File: src/rtl/pipe_pkg.sv
// -----------------------------------------------------------------------------
// pipe_pkg
// Shared pipeline definitions for the ID/EX boundary.
//   ALU_OP_W       : width of the ALU operation code
//   REG_ADDR_W_DEF : default destination register address width
//   ex_ctrl_t      : execute-stage control bundle
//                    (alu_src, reg_write, mem_write, alu_op, dest)
// -----------------------------------------------------------------------------
package pipe_pkg;

  localparam int ALU_OP_W       = 4;
  localparam int REG_ADDR_W_DEF = 5;

  typedef struct packed {
    logic                      alu_src;
    logic                      reg_write;
    logic                      mem_write;
    logic [ALU_OP_W-1:0]       alu_op;
    logic [REG_ADDR_W_DEF-1:0] dest;
  } ex_ctrl_t;

endpackage : pipe_pkg

File: src/rtl/id_ex_stage_if.sv
// -----------------------------------------------------------------------------
// id_ex_stage_if
// Bundles the decode-side (in_*) and execute-side (out_*) handshake and
// payload of the ID/EX pipeline register.
//   slave  : used by id_ex_stage (consumes in_*, produces out_* and in_ready)
//   master : used by the surrounding pipeline / testbench
// Parameters WORD_SIZE and REG_ADDR_W must match those of id_ex_stage.
// -----------------------------------------------------------------------------
interface id_ex_stage_if
  import pipe_pkg::*;
#(
  parameter int WORD_SIZE  = 32,
  parameter int REG_ADDR_W = REG_ADDR_W_DEF
);

  // Decode -> stage
  logic                  in_valid;
  logic                  in_ready;
  logic [WORD_SIZE-1:0]  in_rs_data;
  logic [WORD_SIZE-1:0]  in_rt_data;
  logic [WORD_SIZE-1:0]  in_imm;
  logic                  in_alu_src;
  logic                  in_reg_write;
  logic                  in_mem_write;
  logic [ALU_OP_W-1:0]   in_alu_op;
  logic [REG_ADDR_W-1:0] in_dest;

  // Stage -> execute
  logic                  out_valid;
  logic                  out_ready;
  logic [WORD_SIZE-1:0]  out_rs_data;
  logic [WORD_SIZE-1:0]  out_rt_data;
  logic [WORD_SIZE-1:0]  out_imm;
  logic                  out_alu_src;
  logic                  out_reg_write;
  logic                  out_mem_write;
  logic [ALU_OP_W-1:0]   out_alu_op;
  logic [REG_ADDR_W-1:0] out_dest;

  modport slave (
    input  in_valid, in_rs_data, in_rt_data, in_imm,
           in_alu_src, in_reg_write, in_mem_write, in_alu_op, in_dest,
           out_ready,
    output in_ready,
           out_valid, out_rs_data, out_rt_data, out_imm,
           out_alu_src, out_reg_write, out_mem_write, out_alu_op, out_dest
  );

  modport master (
    output in_valid, in_rs_data, in_rt_data, in_imm,
           in_alu_src, in_reg_write, in_mem_write, in_alu_op, in_dest,
           out_ready,
    input  in_ready,
           out_valid, out_rs_data, out_rt_data, out_imm,
           out_alu_src, out_reg_write, out_mem_write, out_alu_op, out_dest
  );

endinterface : id_ex_stage_if

File: src/rtl/id_ex_skid.sv
// -----------------------------------------------------------------------------
// id_ex_skid
// One-entry skid buffer holding an instruction accepted while the output
// register is stalled.
//   clk, rst_n : clock, asynchronous active-low reset
//   flush_i    : empties the entry (wins over push/pop)
//   push_i     : write data_i into the entry
//   pop_i      : entry moved to the output register
//   data_i     : packed instruction to store
//   full_o     : entry occupied (registered)
//   data_o     : stored instruction
// -----------------------------------------------------------------------------
module id_ex_skid #(
  parameter int W = 8
) (
  input  logic         clk,
  input  logic         rst_n,
  input  logic         flush_i,
  input  logic         push_i,
  input  logic         pop_i,
  input  logic [W-1:0] data_i,
  output logic         full_o,
  output logic [W-1:0] data_o
);

  logic         full_q, full_d;
  logic [W-1:0] data_q;

  always_comb begin
    full_d = full_q;
    if (flush_i)     full_d = 1'b0;
    else if (push_i) full_d = 1'b1;
    else if (pop_i)  full_d = 1'b0;
  end

  always_ff @(posedge clk or negedge rst_n) begin
    if (!rst_n) full_q <= 1'b0;
    else        full_q <= full_d;
  end

  // NOTE: the payload has no reset; it is only ever observed while full_q
  // is set, so clearing it would add reset fan-out for no visible effect.
  always_ff @(posedge clk) begin
    if (push_i && !flush_i) data_q <= data_i;
  end

  assign full_o = full_q;
  assign data_o = data_q;

endmodule : id_ex_skid

File: src/rtl/id_ex_stage.sv
// -----------------------------------------------------------------------------
// id_ex_stage
// ID/EX pipeline register with valid/ready handshake on both sides.
//   clk   : clock, rising edge
//   rst_n : asynchronous active-low reset; clears all outputs, in_ready=1
//   flush : synchronous kill of held, buffered and incoming instructions
//   bus   : id_ex_stage_if.slave (in_* from decode, out_* to execute)
// out_alu_src selects the ALU B operand: 0 -> out_rt_data, 1 -> out_imm.
// out_reg_write / out_mem_write are forced low while out_valid is low so a
// bubble can never write; all other outputs hold their last value.
//
// Build option ID_EX_SKID_EN:
//   defined   : one-entry skid buffer (id_ex_skid); in_ready is registered
//               and equals "skid entry empty".
//   undefined : no skid; in_ready = !out_valid || out_ready (combinational).
// -----------------------------------------------------------------------------
module id_ex_stage
  import pipe_pkg::*;
#(
  parameter int WORD_SIZE  = 32,
  parameter int REG_ADDR_W = REG_ADDR_W_DEF
) (
  input  logic          clk,
  input  logic          rst_n,
  input  logic          flush,
  id_ex_stage_if.slave  bus
);

  typedef struct packed {
    logic [WORD_SIZE-1:0]  rs_data;
    logic [WORD_SIZE-1:0]  rt_data;
    logic [WORD_SIZE-1:0]  imm;
    logic                  alu_src;
    logic                  reg_write;
    logic                  mem_write;
    logic [ALU_OP_W-1:0]   alu_op;
    logic [REG_ADDR_W-1:0] dest;
  } entry_t;

  entry_t in_entry;
  entry_t out_q, out_d;
  logic   out_valid_q, out_valid_d;
  logic   in_xfer, out_xfer;

  assign in_entry = '{
    rs_data:   bus.in_rs_data,
    rt_data:   bus.in_rt_data,
    imm:       bus.in_imm,
    alu_src:   bus.in_alu_src,
    reg_write: bus.in_reg_write,
    mem_write: bus.in_mem_write,
    alu_op:    bus.in_alu_op,
    dest:      bus.in_dest
  };

`ifdef ID_EX_SKID_EN
  localparam int ENTRY_W = $bits(entry_t);

  logic   skid_full, skid_push, skid_pop;
  entry_t skid_data;

  id_ex_skid #(
    .W (ENTRY_W)
  ) u_skid (
    .clk     (clk),
    .rst_n   (rst_n),
    .flush_i (flush),
    .push_i  (skid_push),
    .pop_i   (skid_pop),
    .data_i  (in_entry),
    .full_o  (skid_full),
    .data_o  (skid_data)
  );

  // Registered ready: decode only ever sees a free skid slot, so an accepted
  // instruction always has somewhere to go even if execute stalls.
  assign bus.in_ready = !skid_full;
`else
  assign bus.in_ready = !out_valid_q || bus.out_ready;
`endif

  assign in_xfer  = bus.in_valid && bus.in_ready;
  assign out_xfer = out_valid_q && bus.out_ready;

  // NOTE: every signal driven here gets a default first, so no path can
  // leave it unassigned and infer a latch.
  always_comb begin
    out_valid_d = out_valid_q;
    out_d       = out_q;
`ifdef ID_EX_SKID_EN
    skid_push   = 1'b0;
    skid_pop    = 1'b0;
`endif
    if (flush) begin
      // Data is left untouched: only the valid bit (and skid flag) die.
      out_valid_d = 1'b0;
    end else begin
`ifdef ID_EX_SKID_EN
      if (skid_full) begin
        // A full skid implies the output register is occupied; the older
        // skid entry moves up as soon as execute takes the current one.
        if (out_xfer) begin
          out_d    = skid_data;
          skid_pop = 1'b1;
        end
      end else if (in_xfer) begin
        if (!out_valid_q || bus.out_ready) begin
          out_d       = in_entry;
          out_valid_d = 1'b1;
        end else begin
          skid_push = 1'b1;
        end
      end else if (out_xfer) begin
        out_valid_d = 1'b0;
      end
`else
      if (in_xfer) begin
        // Covers the simultaneous in/out transfer: replace, no bubble.
        out_d       = in_entry;
        out_valid_d = 1'b1;
      end else if (out_xfer) begin
        out_valid_d = 1'b0;
      end
`endif
    end
  end

  // NOTE: state registers use non-blocking assignments so every flop samples
  // its _d value from before the edge, independent of statement order.
  always_ff @(posedge clk or negedge rst_n) begin
    if (!rst_n) begin
      out_valid_q <= 1'b0;
      out_q       <= '0;
    end else begin
      out_valid_q <= out_valid_d;
      out_q       <= out_d;
    end
  end

  assign bus.out_valid     = out_valid_q;
  assign bus.out_rs_data   = out_q.rs_data;
  assign bus.out_rt_data   = out_q.rt_data;
  assign bus.out_imm       = out_q.imm;
  assign bus.out_alu_src   = out_q.alu_src;
  assign bus.out_alu_op    = out_q.alu_op;
  assign bus.out_dest      = out_q.dest;
  assign bus.out_reg_write = out_valid_q && out_q.reg_write;
  assign bus.out_mem_write = out_valid_q && out_q.mem_write;

endmodule : id_ex_stage

File: src/flat_wrapper.sv
// flat-port wrapper written by rule: the top's interface ports become plain ports
module id_ex_stage_flat import pipe_pkg::*;
#(
  parameter int WORD_SIZE  = 32,
  parameter int REG_ADDR_W = REG_ADDR_W_DEF
)
  (clk, rst_n, flush, bus_in_valid, bus_in_rs_data, bus_in_rt_data, bus_in_imm, bus_in_alu_src, bus_in_reg_write, bus_in_mem_write, bus_in_alu_op, bus_in_dest, bus_out_ready, bus_in_ready, bus_out_valid, bus_out_rs_data, bus_out_rt_data, bus_out_imm, bus_out_alu_src, bus_out_reg_write, bus_out_mem_write, bus_out_alu_op, bus_out_dest);
  id_ex_stage_if #(.WORD_SIZE(WORD_SIZE), .REG_ADDR_W(REG_ADDR_W)) bus_i ();
  input  logic clk;
  input  logic rst_n;
  input  logic flush;
  input wire logic [$bits(bus_i.in_valid)-1:0] bus_in_valid;
  input wire logic [$bits(bus_i.in_rs_data)-1:0] bus_in_rs_data;
  input wire logic [$bits(bus_i.in_rt_data)-1:0] bus_in_rt_data;
  input wire logic [$bits(bus_i.in_imm)-1:0] bus_in_imm;
  input wire logic [$bits(bus_i.in_alu_src)-1:0] bus_in_alu_src;
  input wire logic [$bits(bus_i.in_reg_write)-1:0] bus_in_reg_write;
  input wire logic [$bits(bus_i.in_mem_write)-1:0] bus_in_mem_write;
  input wire logic [$bits(bus_i.in_alu_op)-1:0] bus_in_alu_op;
  input wire logic [$bits(bus_i.in_dest)-1:0] bus_in_dest;
  input wire logic [$bits(bus_i.out_ready)-1:0] bus_out_ready;
  output wire logic [$bits(bus_i.in_ready)-1:0] bus_in_ready;
  output wire logic [$bits(bus_i.out_valid)-1:0] bus_out_valid;
  output wire logic [$bits(bus_i.out_rs_data)-1:0] bus_out_rs_data;
  output wire logic [$bits(bus_i.out_rt_data)-1:0] bus_out_rt_data;
  output wire logic [$bits(bus_i.out_imm)-1:0] bus_out_imm;
  output wire logic [$bits(bus_i.out_alu_src)-1:0] bus_out_alu_src;
  output wire logic [$bits(bus_i.out_reg_write)-1:0] bus_out_reg_write;
  output wire logic [$bits(bus_i.out_mem_write)-1:0] bus_out_mem_write;
  output wire logic [$bits(bus_i.out_alu_op)-1:0] bus_out_alu_op;
  output wire logic [$bits(bus_i.out_dest)-1:0] bus_out_dest;
  assign bus_i.in_valid = bus_in_valid;
  assign bus_i.in_rs_data = bus_in_rs_data;
  assign bus_i.in_rt_data = bus_in_rt_data;
  assign bus_i.in_imm = bus_in_imm;
  assign bus_i.in_alu_src = bus_in_alu_src;
  assign bus_i.in_reg_write = bus_in_reg_write;
  assign bus_i.in_mem_write = bus_in_mem_write;
  assign bus_i.in_alu_op = bus_in_alu_op;
  assign bus_i.in_dest = bus_in_dest;
  assign bus_i.out_ready = bus_out_ready;
  assign bus_in_ready = bus_i.in_ready;
  assign bus_out_valid = bus_i.out_valid;
  assign bus_out_rs_data = bus_i.out_rs_data;
  assign bus_out_rt_data = bus_i.out_rt_data;
  assign bus_out_imm = bus_i.out_imm;
  assign bus_out_alu_src = bus_i.out_alu_src;
  assign bus_out_reg_write = bus_i.out_reg_write;
  assign bus_out_mem_write = bus_i.out_mem_write;
  assign bus_out_alu_op = bus_i.out_alu_op;
  assign bus_out_dest = bus_i.out_dest;
  id_ex_stage #(.WORD_SIZE(WORD_SIZE), .REG_ADDR_W(REG_ADDR_W)) u_core (.clk(clk), .rst_n(rst_n), .flush(flush), .bus(bus_i));
endmodule
File: config.mk
export PLATFORM = sky130hd
export DESIGN_NAME = id_ex_stage_flat
export DESIGN_NICKNAME = d
export VERILOG_FILES = /design/src/rtl/pipe_pkg.sv /design/src/rtl/id_ex_stage_if.sv /design/src/rtl/id_ex_skid.sv /design/src/rtl/id_ex_stage.sv /design/src/flat_wrapper.sv
export SDC_FILE = /design/constraint.sdc
export NUM_CORES = 1
export LEC_CHECK = 0
export ABC_AREA = 1
export ABC_CLOCK_PERIOD_IN_PS = 1600
export BUFFER_PORTS_ARGS = -buffer_cell sky130_fd_sc_hd__buf_2
export CAP_MARGIN = 10
export CELL_PAD_IN_SITES_DETAIL_PLACEMENT = 1
export CELL_PAD_IN_SITES_GLOBAL_PLACEMENT = 2
export CORE_MARGIN = 2
export CORE_UTILIZATION = 26
export CTS_BUF_LIST = sky130_fd_sc_hd__clkbuf_16
export CTS_CLUSTER_DIAMETER = 200
export DETAILED_ROUTE_END_ITERATION = 6
export PLACE_DENSITY = 0.9
export SLEW_MARGIN = 20
export SYNTH_ARGS = -nofsm -noshare
export SYNTH_HDL_FRONTEND = slang
export SYNTH_SLANG_ARGS = --single-unit
File: constraint.sdc
create_clock -name clk -period 1.6 [get_ports clk]
set_clock_uncertainty 0.2 [all_clocks]
set_input_delay 0.16 -clock clk [delete_from_list [all_inputs] [get_ports clk]]
set_output_delay 0.16 -clock clk [all_outputs]
set_load 0.02 [all_outputs]
==> results by group <==
Floorplanning
  • Die Ht: 143.7 um
  • DIE WIDTH: 143.7 um
  • I/O Pins: 223
  • DIE AREA: 20640 sq um
  • Core Region: 19270 sq um
  • Rows: 51
  • Initial Utilization: 26.31%

Critical path
  • Crit path buffers/inverters: 4
  • Crit path DAT: 1.64 ns
  • CP max-delay cell: dlygate4sd3_1
  • Worst path top cell family by delay: buffers and inverters
  • Crit-path max FO: 35
  • Slowest stage delay, CP: 0.55 ns
  • WS Path Type: in -> reg
  • Crit path capture type: flip-flop
  • WP data required: 1.69 ns
  • CP Cell Sequence: dlygate4sd3_1 -> buf_2 -> nor2_4 -> buf_4 -> clkbuf_16 -> nand3_1 -> nand2_1
  • Worst setup SP type: input pin

Drt
  • Detail Route Antenna Nets: 0
  • Routed WL: 17180 um
  • Routed vias: 4527
  • DRC violations left: 0
  • Routed WL per cell: 16.03 um
  • TritonRoute pass-1 iters: 4
  • 1st-iter DRT viols: 151
  • Vias per Instance: 4.223

Status
  • Outcome: finished clean

Global route
  • Total GRT Usage: 15.90%
  • Initial antenna violation count: 0
  • Residual overflow from global routing: 0
  • First-pass GRT wire length: 25690 um
  • Pin count of the biggest net entering global routing: 71
  • Vias in the first global route: 4974

Placement
  • Dpl ws: 0.2052 ns
  • DPL Wire Length: 9271 um
  • Final GP Congestion: 0.7579
  • Placed instance count: 938
  • Placed Area: 5733 sq um
  • PortBufs: 222

Layout
  • Final Util: 37.88%
  • Nets: 915
  • Ant. Diodes: 0
  • Design Area, Final: 7300 sq um
  • Final Non-Filler Cells: 1072
  • Share of post-route cells with drive strength above 1: 31.85%
  • Synth-to-layout area growth: 43.94%

Synthesis
  • Xor/xnor share of the synthesized area: 0%
  • Ys Warns: 0
  • Register area share after synthesis: 53.79%
  • Compound-Gate Fraction of Synth Area: 0.09869%
  • Dominant cell by count in the synthesized netlist: nand2_1
  • Post-synth EDFFs: 0
  • Largest cells by area after synthesis: dfrtp_1 (54%), nand2_1 (16%), buf_4 (16%), nand3_1 (11%), buf_2 (1.6%)
  • Post-synthesis adder-cell area fraction: 0%
  • Post-synth top area share: 53.79%
  • Top FF cell, synth: dfrtp_1
  • Top cell type by total area after synthesis: dfrtp_1
  • Post-Synth Simple-Gate Area: 27.21%
  • Synthesis-stage register bit count: 109
  • Async SR Flop Fraction: 100.0%
  • Syn_nets: 695
  • Syn Std Cell Area: 5071 sq um
  • Post-synthesis mux area share: 0%
  • Mean Syn Cell Area: 8.713 sq um
  • Synth unique cells: 12
  • Largest family of logic cells by synthesized area: simple AND/OR/NAND/NOR gates
  • Post-synth top cells: nand2_1 (219), dfrtp_1 (109), nand3_1 (108)
  • Synthesized instance count: 582

STA
  • Final hold slack: 0.1885 ns
  • Max-slew violation count: 0
  • # setup viols final: 0
  • RSZ-0062 raised after global routing: no
  • Final worst path period share: 96.52%
  • Post-route setup TNS: 0 ns
  • Max-slew headroom: 78.88%
  • Fin worst setup slack: 0.05561 ns
  • Hold Violations, Final: 0
  • Worst-Margin Slew: 0.3168 ns
  • Crit path time final: 1.544 ns
  • FMAX: 0.6475 GHz

Clocking
  • TritonCTS clock tree: yes
  • Clock Sinks: 109
  • CTS Buffer Depth: 2
  • Worst skew pair latency: 0.35 ns
  • CTS clk-pin slew, worst paths: 0.08 ns
  • CTS Buf Count: 9
  • H-tree depth: 3
  • Clock root buffer: clkbuf_16

Pwr
  • Net Sw Frac: 32.43%
  • Clock power frac: 31.5%
  • VDD IR-drop max: 0.5710 mV
  • Combinational power share: 25.7%
  • Cell area power density: 1078 nW/um^2
  • Cell internal pwr: 5.319 mW
  • Register share of total power: 42.8%
  • Leakage power: 4.009 nW
  • Psw: 2.552 mW
  • Total chip power: 7.872 mW

Job
  • Max-cap violations: 0

Min path
  • Hold crit path type: in -> async
## cell families after synthesis
| group | count (synthesis) |
|---|---|
| buffers and inverters | 143 |
| flip-flops | 109 |
| AO/OA/AOI/OAI | 1 |
| AND/OR/NAND/NOR | 329 |
## per-layer routing
metal	track usage, %	part of all wire [%]	up-vias
met2	29.30	51	156
met4	5.573	1.8	0
li1	-	-	2168
met1	17.80	41	2180
met5	0	0	-
met3	3.832	6.2	23
## worst register-to-register path, delay by kind of cell (launching register included)
family                 cells  cell delay, ns
buffers and inverters      2            0.43
and+or+nand+nor            3            0.42
DFF                        1            0.42
## registers in the layout (all words and copies together), names as in the netlist
name	cells
u_core.bus.out_imm	32
u_core.bus.out_alu_src	1
u_core.bus.out_dest	5
u_core.bus.out_alu_op	4
u_core.bus.out_rt_data	32
u_core.bus.out_valid	1
u_core.bus.out_rs_data	32
u_core.out_q	2
## timing repair
action	4_1_cts	5_1_grt
setup endpoints to repair	1	42
pin swaps	1	2
gates cloned	1	2
buffers inserted	2	2
endpoints found under the hold margin	218	0
hold buffers	111	0
resized for setup	2	2
## power groups by stage
stage          clock network [mW]  logic [mW]  registers (mW)
2_1_floorplan                   0        1.53            3.37
3_3_place_gp                    0        1.72            3.40
3_5_place_dp                    0        1.75            3.40
4_1_cts                      2.58        1.99            3.36
5_1_grt                      2.67        2.20            3.42
6_report                     2.48        2.02            3.37
## cells in the final DEF (no fill, tap or decap)
cell / count
nor2_4: 1
clkbuf_16: 11
buf_12: 6
inv_1: 3
nand2_4: 2
dfrtp_1: 109
clkinv_4: 4
nand3_1: 108
bufinv_16: 2
buf_16: 1
buf_2: 220
a21oi_1: 1
buf_6: 2
clkinv_2: 1
inv_2: 1
buf_4: 5
bufbuf_16: 1
nand2_1: 218
dlygate4sd3_1: 111
## area by class of cell
class	instances	area, sq um
clock buffer	9	225.2
clock inverter	7	100.1
fill	2277	11970
inverter	4	15.01
multi-input combinational	330	1398
sequential	109	2728
tap	265	331.6
timing repair buffer	348	2502
## path summary, 6_finish.rpt
kind,start,to,slack (ns),cells past startpoint
min reg2reg,u_core.bus.out_imm[17],u_core.bus.out_imm[17],0.27,2
max,flush,u_core.bus.out_alu_op[3],0.06,7
max reg2reg,u_core.bus.out_valid,u_core.bus.out_rt_data[11],0.06,5
min,rst_n,u_core.bus.out_alu_op[3],0.19,3
min in group clk,bus_out_ready,u_core.bus.out_rt_data[20],0.19,6
max in group asynchronous,rst_n,u_core.bus.out_rt_data[2],0.72,3
Note: power is estimated with default switching activity, not from simulation.
